## src/rtl/eq_pkg.sv

```systemverilog
// Shared constants for the CS4272 serial interface: frame-counter taps and
// the stereo sample container used by the receive and transmit paths.
package eq_pkg;

    localparam logic [9:0] RX_LFT_CAP = 10'h3EF;
    localparam logic [9:0] RX_RHT_CAP = 10'h1EF;
    localparam logic [9:0] TX_LFT_LD  = 10'h1FF;
    localparam logic [9:0] TX_RHT_LD  = 10'h3FF;

    localparam int unsigned MCLK_BIT  = 32'd1;
    localparam int unsigned SCLK_BIT  = 32'd4;
    localparam int unsigned LRCLK_BIT = 32'd9;

    // Sub-slot phases: last clk before SCLK rises, and last clk before it falls.
    localparam logic [4:0] RX_BIT_PH  = 5'h0F;
    localparam logic [4:0] TX_FALL_PH = 5'h1F;

    typedef struct packed {
        logic [15:0] lft;
        logic [15:0] rht;
    } stereo_t;

    function automatic logic at_phase(input logic [9:0] cnt, input logic [4:0] ph);
        return (cnt[4:0] == ph);
    endfunction

endpackage

```

## src/rtl/codec_intf.sv

```systemverilog
// CS4272 serial interface: clock divider, codec reset release, SDout
// deserializer with frame-gated vld, and SDin serializer.
module codec_intf
    import eq_pkg::*;
#(
    parameter int FRAME_BITS = 10,
    parameter int SAMPLE_W   = 16
) (
    input  logic                clk,
    input  logic                rst_n,
    input  logic [SAMPLE_W-1:0] lft_in,
    input  logic [SAMPLE_W-1:0] rht_in,
    output logic [SAMPLE_W-1:0] lft_out,
    output logic [SAMPLE_W-1:0] rht_out,
    output logic                vld,
    output logic                MCLK,
    output logic                SCLK,
    output logic                LRCLK,
    output logic                RSTn,
    input  logic                SDout,
    output logic                SDin
);

    logic [FRAME_BITS-1:0] cnt_q, cnt_d;
    logic                  mclk_q, mclk_d;
    logic                  sclk_q, sclk_d;
    logic                  lrclk_q, lrclk_d;
    logic                  rstn_q, rstn_d;
    logic                  left_ok_q, left_ok_d;
    logic                  vld_q, vld_d;
    logic [SAMPLE_W-1:0]   rx_shift_q, rx_shift_d;
    logic [SAMPLE_W-1:0]   lft_hold_q, lft_hold_d;
    stereo_t               rx_out_q, rx_out_d;
    stereo_t               tx_hold_q, tx_hold_d;
    logic [SAMPLE_W-1:0]   tx_shift_q, tx_shift_d;

    logic                  wrap_s;
    logic                  rx_bit_s;
    logic                  tx_fall_s;
    logic                  lft_cap_s;
    logic                  rht_cap_s;
    logic                  tx_lft_ld_s;
    logic                  tx_rht_ld_s;
    logic [SAMPLE_W-1:0]   rx_word_s;

    // Counter-position strobes shared by all paths.
    always_comb begin
        wrap_s      = (cnt_q == TX_RHT_LD);
        rx_bit_s    = at_phase(cnt_q, RX_BIT_PH);
        tx_fall_s   = at_phase(cnt_q, TX_FALL_PH);
        lft_cap_s   = (cnt_q == RX_LFT_CAP);
        rht_cap_s   = (cnt_q == RX_RHT_CAP);
        tx_lft_ld_s = (cnt_q == TX_LFT_LD);
        tx_rht_ld_s = (cnt_q == TX_RHT_LD);
        rx_word_s   = {rx_shift_q[SAMPLE_W-2:0], SDout};
    end

    // Divider: codec clocks are taken from the next count so they are flop outputs aligned with cnt_q.
    always_comb begin
        cnt_d   = cnt_q + FRAME_BITS'(1);
        mclk_d  = cnt_d[MCLK_BIT];
        sclk_d  = cnt_d[SCLK_BIT];
        lrclk_d = cnt_d[LRCLK_BIT];
        if (wrap_s) begin
            rstn_d = 1'b1;
        end else begin
            rstn_d = rstn_q;
        end
    end

    // Receive shifter and left-word hold; left_ok marks a left word captured with the codec running.
    always_comb begin
        rx_shift_d = rx_shift_q;
        lft_hold_d = lft_hold_q;
        left_ok_d  = left_ok_q;
        if (rx_bit_s) begin
            rx_shift_d = rx_word_s;
        end else begin
            rx_shift_d = rx_shift_q;
        end
        if (lft_cap_s) begin
            lft_hold_d = rx_word_s;
            left_ok_d  = left_ok_q | rstn_q;
        end else begin
            lft_hold_d = lft_hold_q;
            left_ok_d  = left_ok_q;
        end
    end

    // Publish a stereo pair only once a full post-reset frame has been seen.
    always_comb begin
        rx_out_d = rx_out_q;
        vld_d    = 1'b0;
        if (rht_cap_s && left_ok_q) begin
            rx_out_d.lft = lft_hold_q;
            rx_out_d.rht = rx_word_s;
            vld_d        = 1'b1;
        end else begin
            rx_out_d = rx_out_q;
            vld_d    = 1'b0;
        end
    end

    // Transmit: latch at vld, load at slot start (load beats the coincident fall), shift on SCLK fall.
    always_comb begin
        tx_hold_d  = tx_hold_q;
        tx_shift_d = tx_shift_q;
        if (vld_q) begin
            tx_hold_d.lft = lft_in;
            tx_hold_d.rht = rht_in;
        end else begin
            tx_hold_d = tx_hold_q;
        end
        if (tx_lft_ld_s) begin
            tx_shift_d = tx_hold_q.lft;
        end else if (tx_rht_ld_s) begin
            tx_shift_d = tx_hold_q.rht;
        end else if (tx_fall_s) begin
            tx_shift_d = {tx_shift_q[SAMPLE_W-2:0], 1'b0};
        end else begin
            tx_shift_d = tx_shift_q;
        end
    end

    // State registers with synchronous active-low reset.
    always_ff @(posedge clk) begin
        if (!rst_n) begin
            cnt_q      <= '0;
            mclk_q     <= 1'b0;
            sclk_q     <= 1'b0;
            lrclk_q    <= 1'b0;
            rstn_q     <= 1'b0;
            left_ok_q  <= 1'b0;
            vld_q      <= 1'b0;
            rx_shift_q <= '0;
            lft_hold_q <= '0;
            rx_out_q   <= '0;
            tx_hold_q  <= '0;
            tx_shift_q <= '0;
        end else begin
            cnt_q      <= cnt_d;
            mclk_q     <= mclk_d;
            sclk_q     <= sclk_d;
            lrclk_q    <= lrclk_d;
            rstn_q     <= rstn_d;
            left_ok_q  <= left_ok_d;
            vld_q      <= vld_d;
            rx_shift_q <= rx_shift_d;
            lft_hold_q <= lft_hold_d;
            rx_out_q   <= rx_out_d;
            tx_hold_q  <= tx_hold_d;
            tx_shift_q <= tx_shift_d;
        end
    end

    assign MCLK    = mclk_q;
    assign SCLK    = sclk_q;
    assign LRCLK   = lrclk_q;
    assign RSTn    = rstn_q;
    assign vld     = vld_q;
    assign lft_out = rx_out_q.lft;
    assign rht_out = rx_out_q.rht;
    assign SDin    = tx_shift_q[SAMPLE_W-1];

endmodule

```

## config.mk

```make
export PLATFORM = sky130hd
export DESIGN_NAME = codec_intf
export DESIGN_NICKNAME = d
export VERILOG_FILES = /design/src/rtl/eq_pkg.sv /design/src/rtl/codec_intf.sv
export SDC_FILE = /design/constraint.sdc
export NUM_CORES = 1
export LEC_CHECK = 0
export ABC_AREA = 0
export ABC_CLOCK_PERIOD_IN_PS = 5000
export CORE_MARGIN = 1.5
export CORE_UTILIZATION = 55
export DETAILED_ROUTE_END_ITERATION = 7
export PLACE_DENSITY = 0.81
export SYNTH_ARGS = -nofsm -noshare
export SYNTH_HDL_FRONTEND = slang
export SYNTH_SLANG_ARGS = --single-unit
```

## constraint.sdc

```tcl
create_clock -name clk -period 5 [get_ports clk]
set_clock_uncertainty 0.1 [all_clocks]
set_input_delay 0.75 -clock clk [delete_from_list [all_inputs] [get_ports clk]]
set_output_delay 0.75 -clock clk [all_outputs]
set_load 0.05 [all_outputs]
```

==> flow_summary.yaml, run 1 <==
sta:
  setup_repair_after_global_routing_missed_its_margin: "no"
  finalMaxSlewViolations: 0
  layout_worst_path_cycle_share_pct: 66.8
  fin_setup_tns_ns: 0
  setup_viol_count_final: 0
  slew_headroom_pct: 15.8
  fmax_ghz: 0.300
  tightest_slew_ns: 1.25
  finalWorstPathRequiredPeriod_ns: 3.34
  final-hold-violation-count: 0
  hold_ws_ns: 0.352
synth:
  netlist-cell-type-count: 39
  mappedNetlistNets: 526
  synth-edff-count: 0
  synth_warnings: 0
  post_synthesis_cell_area_um2: 4720
  postSynth.topFlopCell: "sky130_fd_sc_hd__dfxtp_1"
  synth_cells: 488
  async_flop_share_pct: 0
  flops_latches_synth: 124
  avgSynthCellArea_um2: 9.66
  synth.yosys.seq_area_share_pct: 52.6
clocking:
  tritoncts_clock_tree: "built"
  cts_sink_cnt: 124
  ctsRootBufferMaster: "sky130_fd_sc_hd__clkbuf_8"
  worst_skew_pair.late_latency_ns: 0.51
  cts_resized: 0
  cts.path.max_buffers: 2
  ctsHtreeMaxLevel: 4
  postCtsSetupBuffers: 0
  clkTransAtPathRegs_ns: 0.06
  cts-buffers-inserted: 17
  cts_hold_buffers: 0
global_route:
  grt.overflow.total: 0
  grt_first_pass_wirelength_mm: 16.8
  antenna_found_initial: 0
  grt_max_degree: 90
  first_global_vias: 3559
  grt.total_usage_pct: 23.9
setup_path:
  cp.required_ns: 4.15
  worst-path-max-fanout: 33
  worst_setup_path_end_kind: "output pin"
  critPathMaxStageDelay_ns: 0.97
  worst_ep_arrival_time_ns: 2.49
  critical_path.slowest_cell: "sky130_fd_sc_hd__dfxtp_2"
  category_of_the_worst_setup_path_launch_point: "flip-flop"
  worstSetupPathType: "flip-flop to output pin"
  crit_path_cell_trace: "clkdlybuf4s50_1"
  timing.critical_path.max_delay_family: "flip-flops"
  crit_buf_inv: 1
floorplanning:
  core_region_area_um2: 8260
  num_io_pins: 73
  die_width_um: 95.6
  floorplan.die_area_um2: 9140
  initial_core_util_pct: 57.1
  dieHeight_um: 95.6
  std_cell_rows: 33
pwr:
  power.density_nw_per_um2: 381
  max-vdd-ir-drop_mv: 0.202
  cellLeakagePower_nw: 2.13
  totalPowerFinal_mw: 2.28
placed_design:
  io_buffer_count: 72
  place.gp.congestion: 0.757
  detailed_place_hpwl_mm: 6.46
drt:
  postRouteWirelength_mm: 10.1
  drc_errors: 0
  avgRoutedWirePerCell_um: 15.2
  dr_pass1_iterations: 4
  dr_total_vias: 3631
  antenna_violating_nets_post_route: 0
  first_iter_violations: 156
  post_drt_via_cell_ratio: 5.46
final_layout:
  nFillCells: 603
  drive_gt1_share_pct: 8.04
  nets: 585
  final_common_cell: "sky130_fd_sc_hd__dfxtp_1"
  areaGrowthSynthToFinish_pct: 27.3
  layout.cells.most_common_list: "sky130_fd_sc_hd__dfxtp_1 (123), sky130_fd_sc_hd__mux2i_1 (78), sky130_fd_sc_hd__nor2_1 (77)"
  num_antenna_cells: 0
run_status:
  outcome: "completed"
worst_hold_path:
  hp-class: "flip-flop to flip-flop"
job:
  timing.max_cap.violations: 0
metrics by stage:
step / util, % / cell area, um2 / instances / setup WS, ns
2_1_floorplan: - / 4720 / 488 / 2.67
3_3_place_gp: 65.3 / 5400 / 633 / 1.95
3_5_place_dp: 65.3 / 5400 / 633 / 1.84
4_1_cts: 72.7 / 6000 / 665 / 1.67
5_1_grt: 72.7 / 6000 / 665 / 1.58
6_report: 72.7 / 6000 / 665 / 1.66
report_power, final:
group          switching (mW)  internal, mW  leakage, nW
Sequential            0.00290         0.990        0.999
Clock                   0.448         0.790        0.288
Combinational          0.0260        0.0280        0.840
state kept, by name, indices dropped and copies added (netlist names):
name and count:
lft_hold_q 16, rx_shift_q 15, tx_shift_q 16, left_ok_q 1
vld 1, tx_hold_q 32, cnt_q 10, rht_out 16
lft_out 16, RSTn 1
final timing paths:
check | end | slack, ns | start | depth (start not counted)
setup reg to reg | tx_shift_q[14]$_SDFFE_PN0P_ | 2.47 | cnt_q[1]$_SDFF_PN0_ | 5
hold reg to reg | rht_out[1]$_SDFFE_PN0P_ | 0.35 | rht_out[1]$_SDFFE_PN0P_ | 2
hold / removal | rht_out[1]$_SDFFE_PN0P_ | 0.35 | rht_out[1]$_SDFFE_PN0P_ | 2
setup / recovery | vld | 1.66 | vld$_SDFF_PN0_ | 1
area by class of cell:
class	instances	area [um2]	share of cell area (%)
Inverter	4	16.3	0.271
Timing Repair Buffer	74	736	12.3
Clock buffer	20	445	7.42
Multi-Input combinational cell	326	2030	33.8
Tap cell	105	131	2.19
Clock inverter	12	161	2.69
Sequential cell	124	2480	41.4
Yosys cell counts, types with 5 or more instances:
cell / number / area share, %
sky130_fd_sc_hd__dfxtp_1: 124 / 53
sky130_fd_sc_hd__a22oi_1: 14 / 2.2
sky130_fd_sc_hd__o21ai_0: 13 / 1.4
sky130_fd_sc_hd__buf_2: 11 / 1.2
sky130_fd_sc_hd__nand2_1: 68 / 5.4
sky130_fd_sc_hd__mux2i_1: 78 / 17
sky130_fd_sc_hd__clkbuf_1: 12 / 0.96
sky130_fd_sc_hd__a21oi_1: 33 / 3.5
sky130_fd_sc_hd__buf_6: 6 / 1.4
sky130_fd_sc_hd__nor2_1: 77 / 6.1
sky130_fd_sc_hd__nand3_1: 5 / 0.53
routing by layer:
layer | up-vias | routed length [um] | track usage, %
met4 | 0 | 105 | 9.93
met3 | 10 | 387 | 5.82
li1 | 1782 | - | -
met1 | 1747 | 4770 | 30.1
met2 | 92 | 4850 | 39.1
met5 | - | 0 | 0
logic make-up (layout without fill, tap and decap cells):
logic type	Yosys count	count (layout)	share of synthesized area, %
AND/OR/NAND/NOR	171	171	15.8
flip-flops	124	124	52.6
multiplexers	79	79	16.8
AO/OA/AOI/OAI	66	66	8.25
buffers and inverters	38	110	4.46
XOR/XNOR	7	7	1.30
adder cells (fa/ha/maj)	3	3	0.796
(Power assumes the default switching activity.)
==> run 2: changes to the inputs <==
--- a/config.mk
+++ b/config.mk
@@ -6,11 +6,11 @@
 export NUM_CORES = 1
 export LEC_CHECK = 0
 export ABC_AREA = 0
-export ABC_CLOCK_PERIOD_IN_PS = 5000
+export ABC_CLOCK_PERIOD_IN_PS = 3400
 export CORE_MARGIN = 1.5
-export CORE_UTILIZATION = 55
+export CORE_UTILIZATION = 53
 export DETAILED_ROUTE_END_ITERATION = 7
-export PLACE_DENSITY = 0.81
+export PLACE_DENSITY = 0.79
 export SYNTH_ARGS = -nofsm -noshare
 export SYNTH_HDL_FRONTEND = slang
 export SYNTH_SLANG_ARGS = --single-unit
==> constraint.sdc (replaced) <==
create_clock -name clk -period 3.4 [get_ports clk]
set_clock_uncertainty 0.1 [all_clocks]
set_input_delay 0.51 -clock clk [delete_from_list [all_inputs] [get_ports clk]]
set_output_delay 0.51 -clock clk [all_outputs]
set_load 0.05 [all_outputs]
==> run 2 against run 1 <==
Compared with the run above:
- die area rose by 3.7%
- sequential share of layout area shrank 0.38 points
- combinational power grew 47%
- via count up 0.91%
- highest routed layer unchanged
- global-route usage is 1.6 points lower
- worst setup slack worse by 0.90 ns
- non-clock buffer count rose by 6
- total power rose by 49%
- cell count up 1.4%
- critical path type unchanged
- sequential power increased by 47%
==> flow_summary.yaml, run 2 (synthesis results as in run 1) <==
global_route:
  antenna_found_initial: 0
  first_global_vias: 3654
  grt.total_usage_pct: 22.3
  grt_first_pass_wirelength_mm: 16.9
  grt_max_degree: 45
  grt.overflow.total: 0
drt:
  dr_pass1_iterations: 5
  drc_errors: 0
  dr_total_vias: 3664
  antenna_violating_nets_post_route: 0
  postRouteWirelength_mm: 10.3
  avgRoutedWirePerCell_um: 15.3
  first_iter_violations: 150
  post_drt_via_cell_ratio: 5.44
setup_path:
  category_of_the_worst_setup_path_launch_point: "flip-flop"
  crit_buf_inv: 1
  worst_setup_path_end_kind: "output pin"
  timing.critical_path.max_delay_family: "buffers and inverters"
  critical_path.slowest_cell: "sky130_fd_sc_hd__clkdlybuf4s50_1"
  worst-path-max-fanout: 13
  critPathMaxStageDelay_ns: 0.90
  worstSetupPathType: "flip-flop to output pin"
  reg2reg_slack_ns: 1.01
  cp.required_ns: 2.79
  crit_path_cell_trace: "clkdlybuf4s50_1"
  worst_ep_arrival_time_ns: 2.03
run_status:
  outcome: "completed"
clocking:
  worst_skew_pair.late_latency_ns: 0.51
  postCtsSetupBuffers: 0
  cts_resized: 0
  cts-buffers-inserted: 17
  cts_sink_cnt: 124
  cts.path.max_buffers: 2
  ctsHtreeMaxLevel: 4
  ctsRootBufferMaster: "sky130_fd_sc_hd__clkbuf_8"
  cts_hold_buffers: 0
  tritoncts_clock_tree: "built"
  clkTransAtPathRegs_ns: 0.06
floorplanning:
  std_cell_rows: 34
  num_io_pins: 73
  die_width_um: 97.3
  dieHeight_um: 97.3
  initial_core_util_pct: 54.3
  core_region_area_um2: 8680
  floorplan.die_area_um2: 9470
placed_design:
  io_buffer_count: 72
  place.gp.congestion: 0.759
  detailed_place_hpwl_mm: 6.46
final_layout:
  number_of_flip_flops_in_the_largest_register: 32
  nets: 591
  largest_register: "tx_hold_q"
  num_antenna_cells: 0
  final_common_cell: "sky130_fd_sc_hd__dfxtp_1"
  drive_gt1_share_pct: 9.19
  areaGrowthSynthToFinish_pct: 28.5
  layout.cells.most_common_list: "sky130_fd_sc_hd__dfxtp_1 (123), sky130_fd_sc_hd__mux2i_1 (78), sky130_fd_sc_hd__nor2_1 (77)"
sta:
  setup_repair_after_global_routing_missed_its_margin: "no"
  tightest_slew_ns: 0.936
  slew_headroom_pct: 37.5
  setup_viol_count_final: 0
  layout_worst_path_cycle_share_pct: 77.6
  finalWorstPathRequiredPeriod_ns: 2.64
  finalMaxSlewViolations: 0
  fmax_ghz: 0.379
  hold_ws_ns: 0.351
  fin_setup_tns_ns: 0
  final-hold-violation-count: 0
pwr:
  max-vdd-ir-drop_mv: 0.270
  cellLeakagePower_nw: 2.15
  power.density_nw_per_um2: 562
job:
  timing.max_cap.violations: 0
worst_hold_path:
  hp-class: "flip-flop to flip-flop"
-- run 2: cell count changes in the layout (fill, tap and decap cells not counted) --
cell                        delta
sky130_fd_sc_hd__nor3_4        -1
sky130_fd_sc_hd__clkbuf_8      -1
sky130_fd_sc_hd__clkbuf_1      -1
sky130_fd_sc_hd__bufinv_16     +1
sky130_fd_sc_hd__buf_4         +6
sky130_fd_sc_hd__clkinv_2      +2
sky130_fd_sc_hd__clkinv_4      -1
sky130_fd_sc_hd__nor3_2        +1
-- run 2: layout make-up --
class                   instances  area, um2
clock buffers                  18        428
clock inverters                14        193
fillers                       673       2620
inverters                       4       16.3
multi-input cells             326       2020
flip-flops and latches        124       2480
well taps                     108        135
repair buffers                 80        781
-- run 2: routing by layer --
layer  global-route usage (%)  vias up  share of wire [%]
met2                     38.5      100                 50
met3                     6.19       12                4.4
met5                        0        -                  0
met1                     26.3     1759                 44
met4                     9.12        0                1.3
li1                         -     1793                  -
-- run 2: where the power goes --
part	internal, mW	switching (mW)	total (mW)
logic	0.0418	0.0373	0.0790
clock network	1.21	0.652	1.86
registers	1.46	0.00414	1.46
-- run 2: path summary, 6_finish.rpt --
path                                 from                           to  cells after the start
setup / recovery      cnt_q[9]$_SDFF_PN0_                        LRCLK                      1
hold / removal    lft_out[2]$_SDFFE_PN0P_      lft_out[2]$_SDFFE_PN0P_                      2
hold reg to reg   lft_out[2]$_SDFFE_PN0P_      lft_out[2]$_SDFFE_PN0P_                      2
setup reg to reg      cnt_q[1]$_SDFF_PN0_  tx_shift_q[11]$_SDFFE_PN0P_                      7
-- run 2: worst register-to-register path: cells and delay by family (launching register included) --
family	cells	cell delay, ns
simple gates	1	0.12
fa+ha+maj	2	0.53
buf+inv	1	0.07
compound gates	3	1.15
flops	1	0.34
-- run 2: stage by stage --
step | instances | power [mW] | utilization [%] | setup WS, ns | instance area (um2)
2_1_floorplan | 488 | 1.52 | - | 1.07 | 4720
3_3_place_gp | 642 | 1.57 | 62.7 | 0.747 | 5440
3_5_place_dp | 642 | 1.57 | 62.7 | 0.663 | 5440
4_1_cts | 674 | 3.42 | 69.8 | 0.745 | 6060
5_1_grt | 674 | 3.49 | 69.8 | 0.690 | 6060
6_report | 674 | 3.40 | 69.8 | 0.762 | 6060
